==> config.mk <==
export PLATFORM = sky130hd
export DESIGN_NAME = op_executor
export DESIGN_NICKNAME = d
export VERILOG_FILES = /design/src/rtl/asp_pkg.sv /design/src/rtl/sat_counter.sv /design/src/rtl/op_executor.sv
export SDC_FILE = /design/constraint.sdc
export NUM_CORES = 1
export LEC_CHECK = 0
export CELL_PAD_IN_SITES_DETAIL_PLACEMENT = 1
export CELL_PAD_IN_SITES_GLOBAL_PLACEMENT = 1
export CORE_MARGIN = 2
export CORE_UTILIZATION = 33
export CTS_CLUSTER_SIZE = 12
export DETAILED_ROUTE_END_ITERATION = 7
export PLACE_DENSITY_LB_ADDON = 0.12
export SLEW_MARGIN = 10
export SYNTH_ARGS = -nofsm -noshare
export SYNTH_HDL_FRONTEND = slang
export SYNTH_SLANG_ARGS = --single-unit
==> constraint.sdc <==
create_clock -name clk -period 2.2 [get_ports clk]
set_clock_uncertainty 0.2 [all_clocks]
set_input_delay 0.55 -clock clk [delete_from_list [all_inputs] [get_ports clk]]
set_output_delay 0.55 -clock clk [all_outputs]
set_load 0.1 [all_outputs]
==> src/rtl/asp_pkg.sv <==
// Shared opcode constants and executor state encoding used by the control unit and op_executor.
package asp_pkg;

    localparam logic [1:0] OP_NOP = 2'b00;
    localparam logic [1:0] OP_TXE = 2'b01;
    localparam logic [1:0] OP_RXA = 2'b10;
    localparam logic [1:0] OP_LOG = 2'b11;

    typedef enum logic [1:0] {
        StIdle   = 2'b00,
        StTxWait = 2'b01,
        StRxOut  = 2'b10,
        StLogWr  = 2'b11
    } exec_state_e;

endpackage

==> src/rtl/sat_counter.sv <==
// Saturating up-counter with synchronous clear; holds at all-ones instead of wrapping.
module sat_counter #(
    parameter int unsigned CNT_W = 16
) (
    input  logic             clk,
    input  logic             reset,
    input  logic             inc,
    input  logic             clear,
    output logic [CNT_W-1:0] count
);

    logic [CNT_W-1:0] count_d;

    always_comb begin
        count_d = count;
        if (clear) begin
            count_d = '0;
        end else if (inc && (count != '1)) begin
            count_d = count + CNT_W'(1);
        end
    end

    always_ff @(posedge clk) begin
        if (reset) begin
            count <= '0;
        end else begin
            count <= count_d;
        end
    end

endmodule

==> src/rtl/op_executor.sv <==
// Executes NOP/TXE/RXA/LOG opcodes between the control unit and the DPP/ND datapaths.
module op_executor
    import asp_pkg::*;
#(
    parameter int unsigned DATA_W  = 32,
    parameter int unsigned CNT_W   = 16,
    parameter int unsigned TIMEOUT = 255
) (
    input  logic              clk,
    input  logic              reset,
    input  logic [1:0]        opcode_in,
    output logic              busy_out,
    input  logic [DATA_W-1:0] dpp_data_in,
    output logic              dpp_pop_out,
    output logic [DATA_W-1:0] tx_data_out,
    output logic              tx_valid_out,
    input  logic              tx_ready_in,
    input  logic [DATA_W-1:0] rx_data_in,
    output logic              rx_ack_out,
    output logic [DATA_W-1:0] rx_data_out,
    output logic              rx_valid_out,
    output logic              log_we_out,
    output logic [DATA_W-1:0] log_data_out,
    output logic [CNT_W-1:0]  log_tag_out,
    output logic              timeout_out,
    output logic [CNT_W-1:0]  txe_count_out,
    output logic [CNT_W-1:0]  rxa_count_out
);

    // Wait counter only has to reach TIMEOUT-1.
    localparam int unsigned WAIT_W = (TIMEOUT > 1) ? $clog2(TIMEOUT) : 1;

    exec_state_e       state_q, state_d;
    logic              log_flag_q;
    logic              accept_tx, accept_rx;
    logic              txe_inc, rxa_inc, wait_inc, wait_clr, timeout_d;
    logic [WAIT_W-1:0] wait_count;
    logic [CNT_W-1:0]  rxa_tag;

    always_comb begin
        state_d   = state_q;
        accept_tx = 1'b0;
        accept_rx = 1'b0;
        txe_inc   = 1'b0;
        rxa_inc   = 1'b0;
        wait_inc  = 1'b0;
        wait_clr  = 1'b0;
        timeout_d = 1'b0;
        unique case (state_q)
            StIdle: begin
                if (opcode_in == OP_TXE) begin
                    accept_tx = 1'b1;
                    wait_clr  = 1'b1;
                    state_d   = StTxWait;
                end else if ((opcode_in == OP_RXA) || (opcode_in == OP_LOG)) begin
                    accept_rx = 1'b1;
                    state_d   = StRxOut;
                end
            end
            StTxWait: begin
                // Handshake wins over timeout in the last allowed cycle.
                if (tx_ready_in) begin
                    txe_inc = 1'b1;
                    state_d = StIdle;
                end else if (wait_count == WAIT_W'(TIMEOUT - 1)) begin
                    timeout_d = 1'b1;
                    state_d   = StIdle;
                end else begin
                    wait_inc = 1'b1;
                end
            end
            StRxOut: begin
                rxa_inc = 1'b1;
                state_d = log_flag_q ? StLogWr : StIdle;
            end
            StLogWr: state_d = StIdle;
            default: state_d = StIdle;
        endcase
    end

    // Tag is the RXA count after the increment happening at this same edge.
    assign rxa_tag = (rxa_count_out == '1) ? rxa_count_out : rxa_count_out + CNT_W'(1);

    always_ff @(posedge clk) begin
        if (reset) begin
            state_q      <= StIdle;
            log_flag_q   <= 1'b0;
            busy_out     <= 1'b0;
            dpp_pop_out  <= 1'b0;
            tx_data_out  <= '0;
            tx_valid_out <= 1'b0;
            rx_ack_out   <= 1'b0;
            rx_data_out  <= '0;
            rx_valid_out <= 1'b0;
            log_we_out   <= 1'b0;
            log_data_out <= '0;
            log_tag_out  <= '0;
            timeout_out  <= 1'b0;
        end else begin
            state_q      <= state_d;
            busy_out     <= (state_d != StIdle);
            dpp_pop_out  <= accept_tx;
            tx_valid_out <= (state_d == StTxWait);
            rx_ack_out   <= (state_d == StRxOut);
            rx_valid_out <= (state_d == StRxOut);
            log_we_out   <= (state_d == StLogWr);
            timeout_out  <= timeout_d;
            if (accept_tx) begin
                tx_data_out <= dpp_data_in;
            end
            if (accept_rx) begin
                rx_data_out <= rx_data_in;
                log_flag_q  <= (opcode_in == OP_LOG);
            end
            if (state_d == StLogWr) begin
                log_data_out <= rx_data_out;
                log_tag_out  <= rxa_tag;
            end
        end
    end

    sat_counter #(.CNT_W(CNT_W)) u_txe_count (
        .clk   (clk),
        .reset (reset),
        .inc   (txe_inc),
        .clear (1'b0),
        .count (txe_count_out)
    );

    sat_counter #(.CNT_W(CNT_W)) u_rxa_count (
        .clk   (clk),
        .reset (reset),
        .inc   (rxa_inc),
        .clear (1'b0),
        .count (rxa_count_out)
    );

    sat_counter #(.CNT_W(WAIT_W)) u_wait_count (
        .clk   (clk),
        .reset (reset),
        .inc   (wait_inc),
        .clear (wait_clr),
        .count (wait_count)
    );

endmodule

* Word-level counts from Yosys, hierarchy flattened
Index checks and enable logic that the tools add are counted.
Operators by class: equal/unequal tests 14, bitwise operators 1, reduce and logical (&&, ||, !) cells 8, multiplexer cells 19, $add $sub $neg 3
Operators by type and width (count):
- $add A16 B1 Y16 const B | 2
- $ne A16 B16 Y1 const B | 2
- $eq A16 B16 Y1 const B | 1
- $mux W16 | 1
- $eq A2 B2 Y1 const B | 6
- $mux W1 | 12
- $mux W2 | 5
- $add A8 B1 Y8 const B | 1
- $eq A8 B8 Y1 const B | 1
- $ne A8 B8 Y1 const B | 1
- $pmux W2 S4 | 1
- $eq A2 B1 Y1 const B | 3
- $logic_and A1 B1 Y1 | 3
- $reduce_or A3 Y1 | 1
- $logic_not A2 Y1 | 1
- $reduce_bool A2 Y1 | 1
- $reduce_or A2 Y1 | 1
- $logic_or A1 B1 Y1 | 1
- $not A1 Y1 | 1
Word-level totals: input port bits 69, logic and storage cells 60, register bits after elaboration 161, output and inout bits 151

* Logic depth before layout (Yosys ltp)
Gate-level depths: netlist of the first run.
depth after elaboration 6, gate-level depth with buffers 7

* Hierarchy
Synthesis of the first run repeated with hierarchy kept, for this count alone.
Second synthesis, totals: cells, all modules 828, area total of the unflattened synthesis 6889.1 sq um
Modules (own cells, without submodules):
- op_executor | instances 1, area an instance 4619.4 sq um, cells each 577
- sat_counter at u_rxa_count ... | instances 2, area an instance 917.1 sq um, cells each 102
- sat_counter at u_wait_count | instances 1, area an instance 435.4 sq um, cells each 47

* Worst setup path before layout of the first run
No wires, ideal clock.
kind flip-flop to flip-flop, start reg u_rxa_count.count[6], end reg u_rxa_count.count[13], data required time 1.877 ns, setup time 0.123 ns, setup slack -0.433 ns, clock period less this slack 2.633 ns, data arrival time 2.310 ns, cell stages (with the launch flop) 5, path through dfxtp_1 -> and4_1 -> nand3_2 -> nor4_1 -> mux2_1
On the way: longest elaborated chain between the ends 2
RTL lines:
- start: declaration | line sat_counter.sv:9 | output logic [CNT_W-1:0] count
- start signal: assignment | line sat_counter.sv:27 | count <= count_d;
- parallel branches: the longest is 2 deep, another holds $add A16 B1 Y16
Several ways; the timed one is not identified. A chain may end at the register's enable or synchronous reset.

* Worst setup path in the final report of the first run
start reg u_rxa_count.count[0], end reg u_rxa_count.count[5]
The elaborated chain is that of the path after synthesis.

==> results of run 1 <==
[critical path, stage by stage, from the launching register on]
cell	delay (ns)
sky130_fd_sc_hd__dfxtp_4	0.39
sky130_fd_sc_hd__ha_1	0.18
sky130_fd_sc_hd__nand4_1	0.20
sky130_fd_sc_hd__nor4_4	0.37
sky130_fd_sc_hd__buf_4	0.25
sky130_fd_sc_hd__nor4_1	0.08
sky130_fd_sc_hd__mux2_1	0.31
[final cells by class]
type / count / area (sq um) / share of cell area, %
well taps: 265 / 332 / 2.89
repair buffers: 261 / 4120 / 35.9
flip-flops and latches: 161 / 3280 / 28.6
multi-input cells: 572 / 3140 / 27.4
clock buffers: 18 / 429 / 3.74
clock inverters: 13 / 151 / 1.32
inverters: 5 / 18.8 / 0.164
diodes: 1 / 2.50 / 0.0218
[routing by layer]
| layer | global-route usage (%) | up-vias | routed length, microns |
|---|---|---|---|
| met2 | 38.8 | 171 | 12000 |
| met1 | 25.7 | 3227 | 9600 |
| met5 | 0 | - | 0 |
| li1 | - | 3196 | - |
| met4 | 5.64 | 0 | 324 |
| met3 | 6.87 | 23 | 1370 |
[sequential cells by signal (all words and copies together), names as in the netlist]
signal,count
log_data_out,32
rx_data_out,32
tx_data_out,32
log_tag_out,16
u_rxa_count.count,16
u_txe_count.count,16
u_wait_count.count,8
state_q,2
busy_out,1
dpp_pop_out,1
log_flag_q,1
log_we_out,1
rx_valid_out,1
timeout_out,1
tx_valid_out,1
[cell usage after synthesis, drive strengths merged, types with 4 or more instances]
cell	number	share of area, %
a211oi	13	1.5
and4	6	0.83
mux2i	4	0.60
nand2	217	12
buf	16	1.7
nand3	13	1.4
nor4	10	1.2
and2	7	0.66
o31ai	11	1.2
and3	4	0.38
or4	12	1.4
nor2b	12	1.1
o211ai	4	0.45
inv	5	0.28
o21ai	7	0.53
dfxtp	161	49
clkbuf	41	2.3
nand4	19	2.5
a21oi	122	9.2
nor2	41	2.3
mux2	11	1.9
ha	4	0.75
xor2	13	1.7
or3	4	0.38
o41ai	4	0.53
[kinds of logic after synthesis]
kind of cell / share of synthesized area (%)
AND/OR/NAND/NOR: 26.3
AO/OA/AOI/OAI: 15.6
flip-flops: 48.6
buffers and inverters: 4.30
XOR/XNOR: 1.98
multiplexers: 2.47
adder cells (fa/ha/maj): 0.754
[power by group]
part / leakage, uW / switching (uW) / internal [uW]
Clock: 0.000272 / 1290 / 1690
Sequential: 0.00132 / 112 / 3000
Combinational: 0.00263 / 919 / 539
[path summary, 6_finish.rpt]
path | from | to | slack [ns] | depth (start not counted)
worst max-delay path | u_rxa_count.count[0]$_SDFFE_PP0P_ | u_rxa_count.count[5]$_SDFFE_PP0P_ | 0.11 | 6
worst min-delay path | log_flag_q$_SDFFE_PP0P_ | log_flag_q$_SDFFE_PP0P_ | 0.29 | 2
worst max register to register | u_rxa_count.count[0]$_SDFFE_PP0P_ | u_rxa_count.count[5]$_SDFFE_PP0P_ | 0.11 | 6
worst min register to register | log_flag_q$_SDFFE_PP0P_ | log_flag_q$_SDFFE_PP0P_ | 0.29 | 2
[per-stage QoR]
step	setup TNS, ns	instances
2_1_floorplan	-0.00796	795
3_3_place_gp	-2.18	1260
3_5_place_dp	-2.97	1260
4_1_cts	0	1291
5_1_grt	-0.0121	1296
6_report	0	1296
[timing repair]
item / CTS / global route
buffers inserted: 0 / 4
endpoints found under the setup margin: 0 / 1
hold buffers: 0 / 0
==> summary.md, run 1 <==
| Metric | Value |
|---|---|
| Initial Util | `around a third` |
| Path type of the worst min-delay path | `flip-flop to flip-flop` |
| Wire per inst | `around 18 microns` |
| DR DRC count | `0` |
| Minimum clock period | `2.09 ns` |
| Type of origin of the critical path | `flip-flop` |
| Status | `finished, final reports clean` |
| Summed area of non-filler cells in the final layout | `approximately 0.011 sq mm` |
| Area after detailed placement | `~0.011 sq mm` |
| Final number of setup-violating endpoints | `0` |
| Peak supply drop | `about 0.63 mV` |
| Die Outline Area | `around 0.021 sq mm` |
| Overall power of the completed layout | `between 7000 and 8000 uW` |
| CP Class | `flip-flop to flip-flop` |
| NumNets Final | `1091` |
| Clock buffer count from CTS | `17` |
| Port Buffers | `219` |
| Number of instances in the synthesized netlist | `between 700 and 800` |
| CTS tree | `done` |
| Starting DRC count in detailed routing | `between 200 and 300` |
| Leading cell type in the layout, fill and taps excluded | `sky130_fd_sc_hd__nand2_1` |
| Worst-case headroom to the max-slew limit | `approximately 68%` |
| Largest net degree at the start of global routing | `55` |
| Top-level port count | `220` |
| Die outline width | `146 microns` |
| Count of max-cap constraint violations | `0` |
| HPWL reported at the end of detailed placement | `16.2 mm` |
| Number of distinct library cells after synthesis | `57` |
| Clock transition at the registers of the reported paths | `roughly 0.070 ns` |
| Drt first pass iters | `4` |
| Proportion of synthesized flip-flops having asynchronous set or reset | `0%` |
| Cell at the root of the clock tree | `sky130_fd_sc_hd__clkbuf_16` |
| Final hold vios | `0` |
| Clock network latency to the later pin of the worst-skew pair | `0.43 ns` |
| Area growth syn-to-layout | `72.8%` |
| Static Leakage | `about 0.0042 uW` |
| Post-Route WL | `roughly 23 mm` |
| Top flip-flop cell by instance count after synthesis | `sky130_fd_sc_hd__dfxtp_1` |
| Max Root-Sink Buffers | `2` |
| Global-route usage over all layers | `a little over a fifth` |
| Post-Place Setup Slack | `-0.306 ns` |
| Netlist area before placement | `between 0.006 and 0.007 sq mm` |
| Wire length of the first global-routing pass | `37.6 mm` |
| Leftover overflow at the end of global routing | `0` |
| Post-cts resize count | `0` |
| Clock sink count | `161` |
| Average size of a mapped cell | `8.35 sq um` |
| Final critical-path setup slack | `approximately 0.11 ns` |
| DRT antenna net count | `0` |
| Synthesized net count | `roughly 870` |
| Final Max Tran Viols | `0` |
| Vias per Instance | `between 5 and 6` |
| Portion of the clock cycle consumed by the worst path in the final layout | `a little over nine tenths` |
| Type of destination of the critical path | `flip-flop` |
| Worst path required time | `2.31 ns` |
| Seq/Total Area, Yosys | `between 40% and 50%` |
| Highest Clock Rate | `479 MHz` |
| Slew of the pin with the lowest slew margin | `roughly 0.48 ns` |
| Flop and latch count out of synthesis | `about 160` |
| Final Wtd Congestion | `a little under 0.8` |
| Post-Route Utilization | `around three fifths` |
| Top fanout value on the critical path | `13` |
| H-Tree Level Count | `4` |
| Number of enable-type register cells in the synthesized netlist | `0` |
| Fill count | `between 2000 and 2500` |
| Fraction of layout instances using a drive strength above 1 | `~27%` |
| Placeable core region | `between 0.015 and 0.02 sq mm` |
| Arrival time of the worst setup path | `roughly 2.2 ns` |
| Number of global-route vias before repair | `between 6000 and 7000` |
| Pwr per Cell Area | `about 660 mW/mm^2` |
| Height of the chip | `146 microns` |
| Vias after detailed routing | `approximately 6600` |
| Most frequent cells in the layout | `216 x sky130_fd_sc_hd__nand2_1, 159 x sky130_fd_sc_hd__buf_12, 130 x sky130_fd_sc_hd__dfxtp_1` |
| Number of antenna violations at the first check in global routing | `1` |
| Number of core rows | `51` |
| Minimum hold slack | `0.291 ns` |
| Number of synthesis warnings | `0` |
Note: power is estimated with default switching activity, not from simulation.
==> run 2, diff against run 1 <==
--- a/config.mk
+++ b/config.mk
@@ -7,11 +7,13 @@
 export LEC_CHECK = 0
 export CELL_PAD_IN_SITES_DETAIL_PLACEMENT = 1
 export CELL_PAD_IN_SITES_GLOBAL_PLACEMENT = 1
+export CORE_ASPECT_RATIO = 1.25
 export CORE_MARGIN = 2
 export CORE_UTILIZATION = 33
 export CTS_CLUSTER_SIZE = 12
 export DETAILED_ROUTE_END_ITERATION = 7
 export PLACE_DENSITY_LB_ADDON = 0.12
+export REMOVE_ABC_BUFFERS = 1
 export SLEW_MARGIN = 10
 export SYNTH_ARGS = -nofsm -noshare
 export SYNTH_HDL_FRONTEND = slang
==> run 2 against run 1 <==
Via count shrank 0.71%. Cell area is 0.21% higher. Global-route usage fell by 0.94 points. Critical path type is now input port to flip-flop.
==> summary.md, run 2 (same netlist as run 1, synthesis figures left out) <==
| Metric | Value |
|---|---|
| Status | `finished, final reports clean` |
| Portion of the clock cycle consumed by the worst path in the final layout | `94.3% (-0.71 points)` |
| CP Class | `input port to flip-flop` |
| Final Max Tran Viols | `0 (unchanged)` |
| Vias per Instance | `5.01 (-1.9%)` |
| Largest delay contributor family on the critical path | `buffers and inverters` |
| Cell-by-cell trace of the critical path | `clkdlybuf4s50_1 > and3b_1 > buf_4 > nand4_1 > a21oi_1 > mux2_2` |
| Number of standard cells in the final layout excluding fillers | `1312 (+1.2%)` |
| Clock sink count | `161 (unchanged)` |
| Most frequent cells in the layout | `216 x sky130_fd_sc_hd__nand2_1, 160 x sky130_fd_sc_hd__dfxtp_1, 159 x sky130_fd_sc_hd__buf_12` |
| Placeable core region | `0.0200 sq mm (+1.9%)` |
| Height of the chip | `163 microns (+11%)` |
| Overall power of the completed layout | `7500 uW (-0.63%)` |
| Vias after detailed routing | `6570 (-0.71%)` |
| Largest stage delay on the critical path | `0.53 ns (+0.14 ns)` |
| Final Wtd Congestion | `0.820 (+4.7%)` |
| Worst path bufs/invs | `2 (+1)` |
| Port Buffers | `219 (unchanged)` |
| DR DRC count | `0 (unchanged)` |
| Max layer used | `met4` |
| Die outline width | `131 microns (-10%)` |
| Detail Route met3 WL | `1.54 mm (+12%)` |
| Static Leakage | `0.00426 uW (+0.94%)` |
| Post-Route WL | `22.0 mm (-5.5%)` |
| Max stage delay cell, worst path | `sky130_fd_sc_hd__clkdlybuf4s50_1` |
| Number of antenna violations at the first check in global routing | `0 (-1)` |
| Max Root-Sink Buffers | `2 (unchanged)` |
| Starting DRC count in detailed routing | `272 (-8.1%)` |
| Area growth syn-to-layout | `73.2%` |
| Met1 layer wirelength in the final routing | `9.02 mm (-6.0%)` |
| Worst path required time | `2.32 ns (about the same)` |
| Final number of setup-violating endpoints | `0 (unchanged)` |
| Type of origin of the critical path | `input port` |
| DR WL met2 | `11.2 mm (-6.3%)` |
| Post-Place Setup Slack | `-0.332 ns (-0.0256 ns)` |
| DRT antenna net count | `0 (unchanged)` |
| Top flop regs | `log_data_out (32), rx_data_out (32), tx_data_out (32)` |
| H-Tree Level Count | `4 (unchanged)` |
| Worst-case headroom to the max-slew limit | `60.7% (-6.9 points)` |
| Final total negative setup slack | `0 ns (unchanged)` |
| Wire per inst | `16.8 microns (-6.6%)` |
| Clock transition at the registers of the reported paths | `0.07 ns (about the same)` |
| Number of global-route vias before repair | `6883 (-1.2%)` |
| Count of max-cap constraint violations | `0 (unchanged)` |
| Cell at the root of the clock tree | `sky130_fd_sc_hd__clkbuf_16` |
| Highest Clock Rate | `482 MHz (+0.75%)` |
| Initial Util | `33.3% (-0.62 points)` |
| Final hold vios | `0 (unchanged)` |
| Top fanout value on the critical path | `4 (-9)` |
| Number of placed cells counting well taps | `1279 (+1.5%)` |
| Leading cell type in the layout, fill and taps excluded | `sky130_fd_sc_hd__nand2_1` |
| CTS tree | `done` |
| Post-Route Utilization | `57.6% (-0.96 points)` |
| Type of destination of the critical path | `flip-flop` |
| Die Outline Area | `0.0213 sq mm (about the same)` |
| Clock network latency to the later pin of the worst-skew pair | `0.43 ns (about the same)` |
| Largest net degree at the start of global routing | `82 (+49%)` |
| Path type of the worst min-delay path | `input port to flip-flop` |
| Number of setup buffers added after CTS | `0 (unchanged)` |
| NumNets Final | `1101 (+0.92%)` |
| Pwr per Cell Area | `653 mW/mm^2 (-0.83%)` |
| Top-level port count | `220 (unchanged)` |
| Leftover overflow at the end of global routing | `0 (unchanged)` |
| Drt first pass iters | `4 (unchanged)` |
| Fraction of layout instances using a drive strength above 1 | `25.3% (-2.0 points)` |
| Hold buffer count at CTS | `0 (unchanged)` |
| Arrival time of the worst setup path | `2.19 ns (about the same)` |
| Peak supply drop | `0.507 mV (-19%)` |
| Clock buffer count from CTS | `17 (unchanged)` |
| Slew of the pin with the lowest slew margin | `0.584 ns (+0.102 ns)` |
| Number of core rows | `58 (+14%)` |
| HPWL reported at the end of detailed placement | `15.4 mm (-4.8%)` |
| Minimum clock period | `2.07 ns (-0.0156 ns)` |
| Setup repair after global routing missed its margin | `no` |
| Final critical-path setup slack | `0.126 ns (+0.0156 ns)` |
| Global-route usage over all layers | `21.0% (-0.94 points)` |
| Wire length of the first global-routing pass | `35.4 mm (-5.8%)` |
==> run 2: final timing paths <==
| path | start | endpoint | slack [ns] | cells after the start |
|---|---|---|---|---|
| min reg2reg | log_data_out[31]$_SDFFE_PP0N_ | log_data_out[31]$_SDFFE_PP0N_ | 0.29 | 2 |
| min | reset | log_tag_out[11]$_SDFFE_PP0N_ | 0.24 | 2 |
| max | tx_ready_in | u_txe_count.count[9]$_SDFFE_PP0P_ | 0.13 | 6 |
| max reg2reg | u_rxa_count.count[5]$_SDFFE_PP0P_ | u_rxa_count.count[13]$_SDFFE_PP0P_ | 0.16 | 4 |
==> run 2: worst register-to-register path: cells and delay by family, from the launching register on <==
family / cells / cell delay (ns)
AND/OR/NAND/NOR: 3 / 0.84
flip-flops: 1 / 0.53
multiplexers: 1 / 0.36
==> run 2: per-layer routing <==
layer,up-vias,GRT usage (%)
met1,3176,24.7
met3,17,6.90
met5,-,0
li1,3213,-
met2,164,36.7
met4,0,5.03
==> run 2: through the flow <==
step,hold WS (ns),area [sq um]
after global routing,0.243,11500
final,0.237,11500
after global placement,0.270,10900
after CTS,0.232,11500
after floorplan,0.239,6370
after detailed placement,0.284,10900
==> run 2: layout make-up <==
class,instances,area (sq um)
clock buffer,18,429
clock inverter,14,143
tap,270,338
inverter,5,18.8
antenna,1,2.50
fill,2163,8460
timing repair buffer,271,4190
sequential,161,3220
multi-input combinational,572,3150
==> run 2: power by group <==
part | total [uW] | leakage, uW | internal, uW | switching (uW)
Clock | 2940 | 0.000277 | 1600 | 1340
Sequential | 3110 | 0.00131 | 3000 | 103
Combinational | 1460 | 0.00268 | 542 | 919
Total | 7500 | 0.00426 | 5140 | 2360
==> run 2: repair_timing <==
action | CTS | global route
gates resized for setup | 0 | 2
endpoints found under the setup margin | 0 | 2
endpoints found under the hold margin | 0 | 0
